### src/rtl/floatingpointpkg.sv
// floatingpointpkg: shared float types, adder result record and sequencer states.
package floatingpointpkg;
   typedef logic [31:0] float;
   typedef struct packed {
      float res;
      logic zero;
      logic inf;
      logic nan;
   } fp_result_t;
   typedef enum logic [1:0] {IDLE, ISSUE, WAIT_CLR, WAIT_DONE} seq_state_t;
endpackage

### src/rtl/fp_result_fifo.sv
// fp_result_fifo: small FIFO of adder results; the head stays visible after draining.
module fp_result_fifo
   import floatingpointpkg::*;
#(
   parameter int DEPTH = 4
) (
   input  logic                   Clock,
   input  logic                   ResetN,
   input  logic                   Push,
   input  logic                   Pop,
   input  fp_result_t             PushData,
   output fp_result_t             Head,
   output logic                   Full,
   output logic                   Empty,
   output logic [$clog2(DEPTH):0] Count
);
   localparam int AW = $clog2(DEPTH);
   localparam int CW = AW + 1;
   fp_result_t mem [DEPTH];
   logic [AW-1:0] wrPtr, rdPtr, prevPtr;
   logic doPop;
   assign Empty = Count == '0;
   assign Full = Count == CW'(DEPTH);
   assign doPop = Pop & ~Empty;
   assign prevPtr = rdPtr - AW'(1);
   // once drained, keep presenting the most recently popped entry
   assign Head = Empty ? mem[prevPtr] : mem[rdPtr];
   always_ff @(posedge Clock or negedge ResetN) begin
      if (!ResetN) begin
         wrPtr <= '0;
         rdPtr <= '0;
         Count <= '0;
         for (int i = 0; i < DEPTH; i++) mem[i] <= '0;
      end else begin
         if (Push) begin
            mem[wrPtr] <= PushData;
            wrPtr <= wrPtr + AW'(1);
         end
         if (doPop) rdPtr <= rdPtr + AW'(1);
         Count <= Count + CW'(Push) - CW'(doPop);
      end
   end
endmodule

### src/rtl/fp_add_sequencer.sv
// fp_add_sequencer: drives the FloatingPointAdder Go/Ready handshake one op at a time
// and queues results; owns the adder reset and a completion watchdog.
module fp_add_sequencer
   import floatingpointpkg::*;
#(
   parameter int DEPTH = 4,
   parameter int TIMEOUT = 64
) (
   input  logic Clock,
   input  logic ResetN,
   input  logic InValid,
   output logic InReady,
   input  float InA,
   input  float InB,
   output float AddendA,
   output float AddendB,
   output logic Go,
   output logic AdderReset,
   input  logic AdderReady,
   input  float AdderResult,
   input  logic AdderZero,
   input  logic AdderInf,
   input  logic AdderNan,
   output logic OutValid,
   input  logic OutReady,
   output float OutResult,
   output logic OutZero,
   output logic OutInf,
   output logic OutNan,
   output logic Timeout
);
   localparam int CW = $clog2(DEPTH) + 1;
   localparam int WW = $clog2(TIMEOUT + 1);
   seq_state_t state, nextState;
   logic [1:0] resetSync;
   logic [WW-1:0] wdog;
   logic [CW-1:0] count;
   logic full, empty, push, pop, accept, expire;
   fp_result_t head;
   assign AdderReset = resetSync[1];
   always_ff @(posedge Clock or negedge ResetN) begin
      if (!ResetN) resetSync <= 2'b11;
      else resetSync <= {resetSync[0], 1'b0};
   end
   always_comb begin
      InReady = (state == IDLE) & ~AdderReset & (count < CW'(DEPTH));
      accept = InValid & InReady;
      Go = state == ISSUE;
      // only a Ready rising after WAIT_CLR saw it low belongs to this op
      push = (state == WAIT_DONE) & AdderReady;
      expire = ((state == WAIT_CLR) | (state == WAIT_DONE)) & ~push & (wdog == WW'(TIMEOUT - 1));
      nextState = state;
      unique case (state)
         IDLE:      nextState = accept ? ISSUE : IDLE;
         ISSUE:     nextState = WAIT_CLR;
         WAIT_CLR:  nextState = expire ? IDLE : (AdderReady ? WAIT_CLR : WAIT_DONE);
         WAIT_DONE: nextState = (push | expire) ? IDLE : WAIT_DONE;
      endcase
   end
   always_ff @(posedge Clock or negedge ResetN) begin
      if (!ResetN) state <= IDLE;
      else state <= nextState;
   end
   always_ff @(posedge Clock or negedge ResetN) begin
      if (!ResetN) begin
         AddendA <= '0;
         AddendB <= '0;
         wdog <= '0;
         Timeout <= 1'b0;
      end else begin
         if (accept) begin
            AddendA <= InA;
            AddendB <= InB;
         end
         wdog <= accept ? '0 : (state != IDLE ? wdog + WW'(1) : wdog);
         if (expire) Timeout <= 1'b1;
      end
   end
   assign pop = OutValid & OutReady;
   assign OutValid = ~empty;
   assign OutResult = head.res;
   assign OutZero = head.zero;
   assign OutInf = head.inf;
   assign OutNan = head.nan;
   fp_result_fifo #(.DEPTH(DEPTH)) u_fifo (
      .Clock(Clock),
      .ResetN(ResetN),
      .Push(push),
      .Pop(pop),
      .PushData('{res: AdderResult, zero: AdderZero, inf: AdderInf, nan: AdderNan}),
      .Head(head),
      .Full(full),
      .Empty(empty),
      .Count(count)
   );
   assert property (@(posedge Clock) disable iff (!ResetN) !(push && full));
endmodule

### config.mk
export PLATFORM = sky130hd
export DESIGN_NAME = fp_add_sequencer
export DESIGN_NICKNAME = d
export VERILOG_FILES = /design/src/rtl/floatingpointpkg.sv /design/src/rtl/fp_result_fifo.sv /design/src/rtl/fp_add_sequencer.sv
export SDC_FILE = /design/constraint.sdc
export NUM_CORES = 1
export LEC_CHECK = 0
export ABC_CLOCK_PERIOD_IN_PS = 2300
export BUFFER_PORTS_ARGS = -buffer_cell sky130_fd_sc_hd__buf_2
export CORE_MARGIN = 2
export CORE_UTILIZATION = 30
export DETAILED_ROUTE_END_ITERATION = 8
export SKIP_CTS_REPAIR_TIMING = 1
export SLEW_MARGIN = 20
export SYNTH_ARGS = -nofsm -noshare
export SYNTH_HDL_FRONTEND = slang
export SYNTH_SLANG_ARGS = --single-unit
### constraint.sdc
create_clock -name Clock -period 2.3 [get_ports Clock]
set_input_delay 0.46 -clock Clock [delete_from_list [all_inputs] [get_ports Clock]]
set_output_delay 0.46 -clock Clock [all_outputs]
set_load 0.1 [all_outputs]
==> key figures, run 1 <==
Clock tree
  • CTS tree: done
  • Root Driver: clkbuf_16
  • Inserted Clock Buffers: 28
  • Clock Path Buffers: 3
  • Clock Latency Late Sink: 0.55 ns
  • H-tree Lvls: 1
  • Clock Pin Slew Worst Setup and Hold Paths: 0.06 ns
  • Clock sink count: 223

Floorplanning
  • Die area: a little under 40000 um^2
  • Rows: 70
  • Starting Density: 30.6%
  • Core ar.: around 37000 um^2
  • Die Width: 197 um
  • Die Span Y: 197 um
  • Num ports: 208

Synth
  • Asr flop ratio synth: 100%
  • Synth unique cells: 42
  • Syn nets: roughly 1.1k
  • Synthesized area: 11200 um^2
  • Top_reg_cell synth: dfrtp_1
  • Post-synth EDFFs: 0
  • Seq/Total Area, Yosys: 49.8%
  • Share of the synthesized area in the top cell type: 49.3%
  • Synthesized flop and latch total: approximately 220
  • Number of synthesis warnings: 0
  • Syn Inst Count: 1010
  • Post-synthesis area per instance: 11.1 um^2
  • Synth top area cells: dfrtp_1, mux2_4, nand2_1
  • Top cell type by total area after synthesis: dfrtp_1

Placement
  • GPL Wtd Cong: 0.736
  • DPL Wire Length: approximately 19000 um
  • Dpl ws: -0.0376 ns
  • I/O Buffers: 207

Final layout
  • Commonest non-fill, non-tap cell in the layout: dfrtp_1
  • Share of layout cells above drive strength 1: 43.4%
  • Final net count: 1382
  • Commonest non-fill, non-tap cells in the layout: dfrtp_1, nand2_1, buf_2
  • P&R area growth vs syn: 37.8%
  • Final core occ: 42.1%
  • Fillcell total: about 3.4k

Critical path
  • CP Depth: 10
  • FF-to-FF End: u_fifo.Count[2]$_DFF_PN0_
  • Setup Crit Path Kind: flop to output pin
  • Reg2Reg Depth: 10
  • Cell Chain, Critical Path: nor3_4 > buf_6 > inv_6 > nor2_4 > buf_12 > buf_12 > a211oi_1 > buf_4 > o21ai_4 > buf_12
  • WP buf/inv: 6
  • Largest stage delay, worst path: 0.40 ns
  • Worst EP arrival: around 2.4 ns
  • Crit path max fanout: 6
  • Worst Path Required: roughly 1.8 ns
  • CP Capture Type: output pin
  • Most frequent cell on the critical path: buf_12
  • Slowest cell on crit path: dfrtp_1
  • Family with the most delay on the worst path: buffers and inverters
  • Setup slack, reg-to-reg: 0.10 ns
  • Worst setup SP type: flop
  • Origin of the critical flop-to-flop path: u_fifo.Count[2]$_DFF_PN0_

Run status
  • Status: finished, violations left
  • Failing checks: negative setup slack

Timing
  • Final max-slew violation count: 0
  • Slew @ Worst Pin: 0.645 ns
  • Period utilization: 122%
  • Setup violators final: 35
  • Min cycle time layout: 2.81 ns
  • Max-slew headroom: between 50% and 60%
  • RSZ-0062 raised after global routing: true
  • F_max: 356 MHz
  • Fin. Hold Viols: 0
  • Clk_skew: 0.00776 ns
  • Setup ws final: -0.512 ns

Hold path
  • Hold Startpoint: InB[30]
  • Hold Crit Depth: 3
  • Hold EP: AddendB[30]$_DFFE_PN0P_
  • Type of the tightest min-delay check: primary input to flop

Global routing
  • GR Util All Layers: 15.7%
  • Vias in the first global route: 8819
  • Total grt overflow: 0
  • Initial antenna violation count: 2
  • First-pass GRT wire length: 49000 um
  • Largest net degree at the start of global routing: 93

Routing
  • Drt initial violations: 293
  • Vias per std cell: 4.84
  • 1st-pass router iterations: 4
  • DRC: 0
  • Post-DRT Antenna Nets: 0
  • Via Count: 8528
  • Final wirelength: 30500 um
  • WL/cell: ~17 um

Job
  • Max-cap violations: 0
[final cells by class]
type                            count  area, um^2  share of cell area, %
Multi-Input combinational cell    706        5710                   36.9
Tap cell                          468         586                   3.79
Clock inverter                     10         144                  0.931
Sequential cell                   223        5590                   36.2
Timing Repair Buffer              302        2600                   16.8
Inverter                            9        38.8                  0.251
Antenna cell                        2        5.00                 0.0324
Clock buffer                       41         779                   5.04
[metrics by stage]
stage	TNS [ns]	hold slack, ns	cells	instance area (um^2)
2_1_floorplan	-6.00	0.164	1010	11600
3_3_place_gp	0	0.348	1705	14200
3_5_place_dp	-0.324	0.349	1705	14200
4_1_cts	-21.19	-0.182	1756	15200
5_1_grt	-19.61	0.0898	1760	15500
6_report	-15.90	0.100	1761	15500
[synth_stat cells (2+ instances only)]
cell / n
a211oi_1: 34
a21oi_1: 36
and2_1: 2
and3_1: 36
buf_1: 3
buf_2: 28
buf_4: 4
buf_6: 14
clkbuf_1: 22
dfrtp_1: 221
dfstp_2: 2
ha_1: 7
inv_1: 8
mux2_2: 21
mux2_4: 120
mux2i_1: 35
nand2_1: 200
nand2_8: 4
nand3_1: 2
nand4_1: 3
nor2_1: 40
nor2_2: 2
nor3_1: 2
nor3b_1: 34
o21ai_0: 102
o21ai_1: 5
xnor2_1: 4
xor2_1: 5
[metal layers]
metal  GRT usage, %  vias up  wire length, um
met4           3.40        2              423
met2           25.8      261            14200
met1           21.0     4213            13700
met3           3.53       37             2100
li1               -     4015                -
met5              0        -               11
[cells by family (layout without fill, tap and decap cells)]
group | after synthesis | after routing | share of synthesized area (%)
other | 1 | 3 | 0.0334
AND/OR/NAND/NOR | 330 | 330 | 14.0
AO/OA/AOI/OAI | 182 | 182 | 9.04
multiplexers | 176 | 176 | 21.3
adder cells (fa/ha/maj) | 8 | 8 | 0.959
flip-flops | 223 | 223 | 49.8
buffers and inverters | 81 | 362 | 4.24
XOR/XNOR | 9 | 9 | 0.702
[worst max path at each step]
stage | start | endpoint | slack [ns]
2_1_floorplan | resetSync[1]$_DFF_PN1_ | AddendA[0]$_DFFE_PN0P_ | -0.15
3_3_place_gp | u_fifo.Count[1]$_DFF_PN0_ | OutInf | 0.001
3_5_place_dp | u_fifo.Count[1]$_DFF_PN0_ | OutZero | -0.04
4_1_cts | u_fifo.Count[1]$_DFF_PN0_ | OutZero | -0.63
5_1_grt | u_fifo.Count[2]$_DFF_PN0_ | OutResult[19] | -0.60
6_report | u_fifo.Count[2]$_DFF_PN0_ | OutResult[19] | -0.51
[registers in the layout (all words and copies together), names as in the netlist]
name          count
resetSync         2
u_fifo.rdPtr      2
wdog              7
Timeout           1
AddendA          32
u_fifo.Count      3
state             2
u_fifo.wrPtr      2
u_fifo.mem      140
AddendB          32
[worst reg2reg max path, stage by stage (launching register included)]
cell and delay [ns]:
dfrtp_1 0.40, nor3_4 0.19, buf_6 0.16, inv_6 0.06
and2_1 0.17, ha_1 0.27, inv_1 0.04, ha_1 0.18
fa_2 0.35, xnor2_2 0.15, xnor2_1 0.12
Power of run 1 is left out: the tool's default activity adds up to more than one toggle a clock period on the data nets, which glitch-free logic cannot reach.
==> run 2, diff against run 1 <==
PLACE_DENSITY = 0.56   (was not set)
REMOVE_ABC_BUFFERS = 1   (was not set)
==> key figures, run 2 (same netlist as run 1, synthesis figures left out) <==
Run status
  • Status: finished, violations left
  • Failing checks: negative setup slack

Routing
  • WL/cell: 17.4 um
  • 1st-pass router iterations: 5
  • Met1 wire length: 13400 um
  • Final wirelength: 30300 um
  • WL met3: 2220 um
  • Post-DRT Antenna Nets: 0
  • Met2 WL: about 14000 um
  • DRC: 0
  • Drt initial violations: ~430
  • Max Used Layer: met5
  • Vias per std cell: 4.83
  • Via Count: 8426

Critical path
  • Crit path max fanout: 9
  • Setup Crit Path Kind: flop to output pin
  • CP Capture Type: output pin
  • Worst EP arrival: 2.34 ns
  • Worst setup SP type: flop
  • Worst Path Required: 1.84 ns

Floorplanning
  • Die area: between 30000 and 40000 um^2
  • Die Span Y: 197 um
  • Starting Density: a little under a third
  • Core ar.: 36700 um^2
  • Die Width: 197 um
  • Rows: 70
  • Num ports: ~210

Hold path
  • Type of the tightest min-delay check: primary input to flop

Global routing
  • Total grt overflow: 0
  • Largest net degree at the start of global routing: 75
  • Initial antenna violation count: 4
  • GR Util All Layers: 15.5%
  • Vias in the first global route: 8677
  • First-pass GRT wire length: 48300 um

Timing
  • Min cycle time layout: 2.80 ns
  • Slew @ Worst Pin: a little over 0.6 ns
  • Final max-slew violation count: 0
  • Clk_skew: 0.00850 ns
  • F_max: approximately 360 MHz
  • Max-slew headroom: about three fifths
  • Period utilization: 122%
  • Fin. Hold Viols: 0
  • Setup violators final: 35
  • RSZ-0062 raised after global routing: true
  • Setup ws final: -0.499 ns

Clock tree
  • H-tree Lvls: 1
  • Clock sink count: 223
  • Clock Path Buffers: 3
  • CTS tree: done
  • Clock Pin Slew Worst Setup and Hold Paths: approximately 0.06 ns
  • Clock Latency Late Sink: 0.55 ns
  • Root Driver: clkbuf_16
  • Inserted Clock Buffers: 27

Job
  • Max-cap violations: 0

Final layout
  • Final net count: 1367
  • Commonest non-fill, non-tap cells in the layout: dfrtp_1, nand2_1, buf_2
  • Largest registers: u_fifo.mem (140), AddendA (32), AddendB (32)
  • Fillcell total: 3489
  • P&R area growth vs syn: 34.3%
  • Final core occ: 41.1%
  • Max FFs per register: 140
  • Reg with most FFs: u_fifo.mem
  • Commonest non-fill, non-tap cell in the layout: dfrtp_1
  • Post-route insts no fill: 1746
  • Share of layout cells above drive strength 1: 42.1%

Placement
  • Dpl ws: -0.186 ns
  • Cells after DPL: 1677
  • I/O Buffers: between 200 and 250
  • DPL Wire Length: about 19000 um
  • GPL Wtd Cong: between 0.7 and 0.8
## run 2: path summary, 6_finish.rpt
kind | slack (ns) | cells past startpoint | from | endpoint
worst max-delay path | -0.50 | 8 | u_fifo.rdPtr[1]$_DFFE_PN0P_ | OutResult[7]
worst min-delay path | 0.1 | 3 | InB[25] | AddendB[25]$_DFFE_PN0P_
worst max register to register | 0.13 | 9 | u_fifo.Count[2]$_DFF_PN0_ | u_fifo.Count[2]$_DFF_PN0_
worst min register to register | 0.35 | 0 | resetSync[0]$_DFF_PN1_ | resetSync[1]$_DFF_PN1_
max in group asynchronous | 1.09 | 3 | ResetN | u_fifo.mem[76]$_DFFE_PN0P_
min in group asynchronous | 0.48 | 2 | ResetN | AddendB[8]$_DFFE_PN0P_
## run 2: stage by stage
step,instance area [um^2],hold slack [ns],TNS (ns)
6_report,15100,0.0975,-15.58
5_1_grt,15100,0.0815,-19.30
4_1_cts,14600,-0.106,-23.08
3_5_place_dp,13700,0.348,-1.89
3_3_place_gp,13700,0.347,-1.47
2_1_floorplan,10800,0.164,-293.82
## run 2: area by class of cell
type	count	area, um^2	area share [%]
Inverter	9	36.3	0.241
Clock inverter	8	121	0.805
Tap cell	468	586	3.89
Sequential cell	223	5590	37.1
Timing Repair Buffer	288	2520	16.7
Antenna cell	2	5.00	0.0332
Multi-Input combinational cell	706	5440	36.1
Clock buffer	42	772	5.12
## run 2: per-layer routing
metal  track usage, %  vias to the layer above
li1                 -                     3973
met1             20.9                     4151
met2             24.6                      250
met3             4.40                       46
met4             3.48                        6
met5                0                        -
## run 2: critical path, cell delays in order, from the launching register on
cell and delay [ns]:
dfrtp_4 0.51, buf_4 0.16, buf_4 0.18, mux2i_2 0.24, nor2_1 0.09, a211oi_2 0.20
o21ai_1 0.11, buf_4 0.15, buf_12 0.15
Power of run 2 is left out for the same reason.
==> run 3, diff against run 2 <==
BUFFER_PORTS_ARGS = -buffer_cell sky130_fd_sc_hd__clkbuf_2   (was -buffer_cell sky130_fd_sc_hd__buf_2)
==> key figures, run 3 (same netlist as run 1, synthesis figures left out) <==
Clock tree
  • Clock Path Buffers: 3
  • CTS tree: done
  • Root Driver: clkbuf_16
  • Clock sink count: between 200 and 250
  • H-tree Lvls: 1
  • Inserted Clock Buffers: 27
  • Clock Latency Late Sink: 0.53 ns
  • Clock Pin Slew Worst Setup and Hold Paths: 0.06 ns

Critical path
  • WP buf/inv: 6
  • Worst setup SP type: flop
  • Family with the most delay on the worst path: buffers and inverters
  • CP Capture Type: output pin
  • FF-to-FF End: u_fifo.Count[2]$_DFF_PN0_
  • Most frequent cell on the critical path: buf_12
  • Slowest cell on crit path: dfrtp_1
  • Largest stage delay, worst path: 0.40 ns
  • Setup Crit Path Kind: flop to output pin
  • Cell Chain, Critical Path: nor3_4 > inv_4 > buf_12 > nor2_4 > buf_12 > buf_12 > clkbuf_16 > a211oi_2 > o21ai_1 > clkbuf_16
  • Reg2Reg Depth: 11
  • Worst Path Required: 1.84 ns
  • Crit path max fanout: 7
  • Worst EP arrival: 2.42 ns
  • Origin of the critical flop-to-flop path: u_fifo.Count[2]$_DFF_PN0_
  • Setup slack, reg-to-reg: 0 ns

Timing
  • Setup ws final: -0.579 ns
  • Max-slew headroom: 59.0%
  • Fin. Hold Viols: 0
  • Period utilization: 125%
  • Setup violators final: 36
  • RSZ-0062 raised after global routing: true
  • Min cycle time layout: 2.88 ns
  • Slew @ Worst Pin: 0.615 ns
  • Setup_tns: -16.73 ns
  • Final max-slew violation count: 0
  • Clk_skew: 0.0132 ns
  • F_max: 347 MHz

Final layout
  • Fillcell total: 3523
  • Reg with most FFs: u_fifo.mem
  • Share of layout cells above drive strength 1: 41.5%
  • Sequential Area: 5590 um^2
  • Final net count: 1363
  • Design Area, Final: 15100 um^2
  • Max FFs per register: 140
  • Largest registers: u_fifo.mem (140), AddendA (32), AddendB (32)
  • Area occupied by multi-input gates: 5400 um^2
  • Commonest non-fill, non-tap cell in the layout: dfrtp_1
  • P&R area growth vs syn: 34.4%
  • Post-route insts no fill: ~1.7k
  • Commonest non-fill, non-tap cells in the layout: dfrtp_1, nand2_1, clkbuf_2

Routing
  • Post-DRT Antenna Nets: 0
  • Via Count: 8467
  • WL/cell: 17.3 um
  • Final wirelength: 30000 um
  • Drt initial violations: 368
  • 1st-pass router iterations: 4
  • DRC: 0
  • Vias per std cell: 4.87

Global routing
  • Largest net degree at the start of global routing: 72
  • Met2 capacity usage during global routing: roughly a quarter
  • Met1 Use GR: 20.1%
  • Vias in the first global route: about 8.6k
  • Global Route met3 Usage: 4.59%
  • GR Util All Layers: approximately 15%
  • Most Used Layer, Global Route: met2
  • First-pass GRT wire length: 47500 um
  • Initial antenna violation count: 4
  • Total grt overflow: 0

Run status
  • Failing checks: negative setup slack
  • Status: finished, violations left

Placement
  • I/O Buffers: 207
  • Cells after DPL: 1666
  • GPL Wtd Cong: approximately 0.76
  • DPL Wire Length: around 20000 um
  • Placed cell areas: 13600 um^2

Floorplanning
  • Die Width: between 150 and 200 um
  • Starting Density: 30.6%
  • Die Span Y: 197 um
  • Die area: 39000 um^2
  • Core ar.: 36700 um^2
  • Num ports: roughly 210
  • Rows: 70

Hold path
  • Hold Startpoint: InB[22]
  • Hold Crit Depth: 3
  • Type of the tightest min-delay check: primary input to flop
  • Hold EP: AddendB[22]$_DFFE_PN0P_

Job
  • Max-cap violations: 0
[run 3: cell type report]
type	count	area share (%)
antenna	1	0.0166
clock buffer	36	5.04
clock inverter	11	0.888
inverter	9	0.241
multi-input combinational	706	35.8
sequential	223	37.1
tap	468	3.88
timing repair buffer	284	17.1
[run 3: through the flow]
stage	hold WS [ns]	setup slack (ns)	util, %
floorplan	0.164	-4.17	-
global placement	0.347	-0.166	37.1
detailed placement	0.347	-0.163	37.1
CTS	-0.0867	-0.754	39.5
global route	0.101	-0.660	41.1
finish	0.114	-0.579	41.1
[run 3: metal layers]
metal  wire length (um)  vias to the layer above
met4                540                        6
met2              13700                      271
met1              13400                     4168
met5                 46                        -
met3               2340                       49
li1                   -                     3973
[run 3: worst register-to-register path: cells and delay by family (launching register included)]
family | cells | cell delay [ns]
fa+ha+maj | 3 | 0.75
flops | 1 | 0.40
simple gates | 2 | 0.40
buf+inv | 4 | 0.36
xor+xnor | 2 | 0.26
[run 3: worst max path at each step]
stage | startpoint | to | slack, ns | cells after the start
2_1_floorplan | u_fifo.Count[1]$_DFF_PN0_ | OutInf | -4.17 | 5
3_3_place_gp | u_fifo.Count[1]$_DFF_PN0_ | OutResult[10] | -0.17 | 8
3_5_place_dp | u_fifo.Count[1]$_DFF_PN0_ | OutResult[10] | -0.16 | 8
4_1_cts | u_fifo.Count[1]$_DFF_PN0_ | OutResult[10] | -0.75 | 8
5_1_grt | u_fifo.Count[2]$_DFF_PN0_ | OutResult[5] | -0.66 | 10
6_report | u_fifo.Count[2]$_DFF_PN0_ | OutResult[5] | -0.58 | 10
Power of run 3 is left out for the same reason.
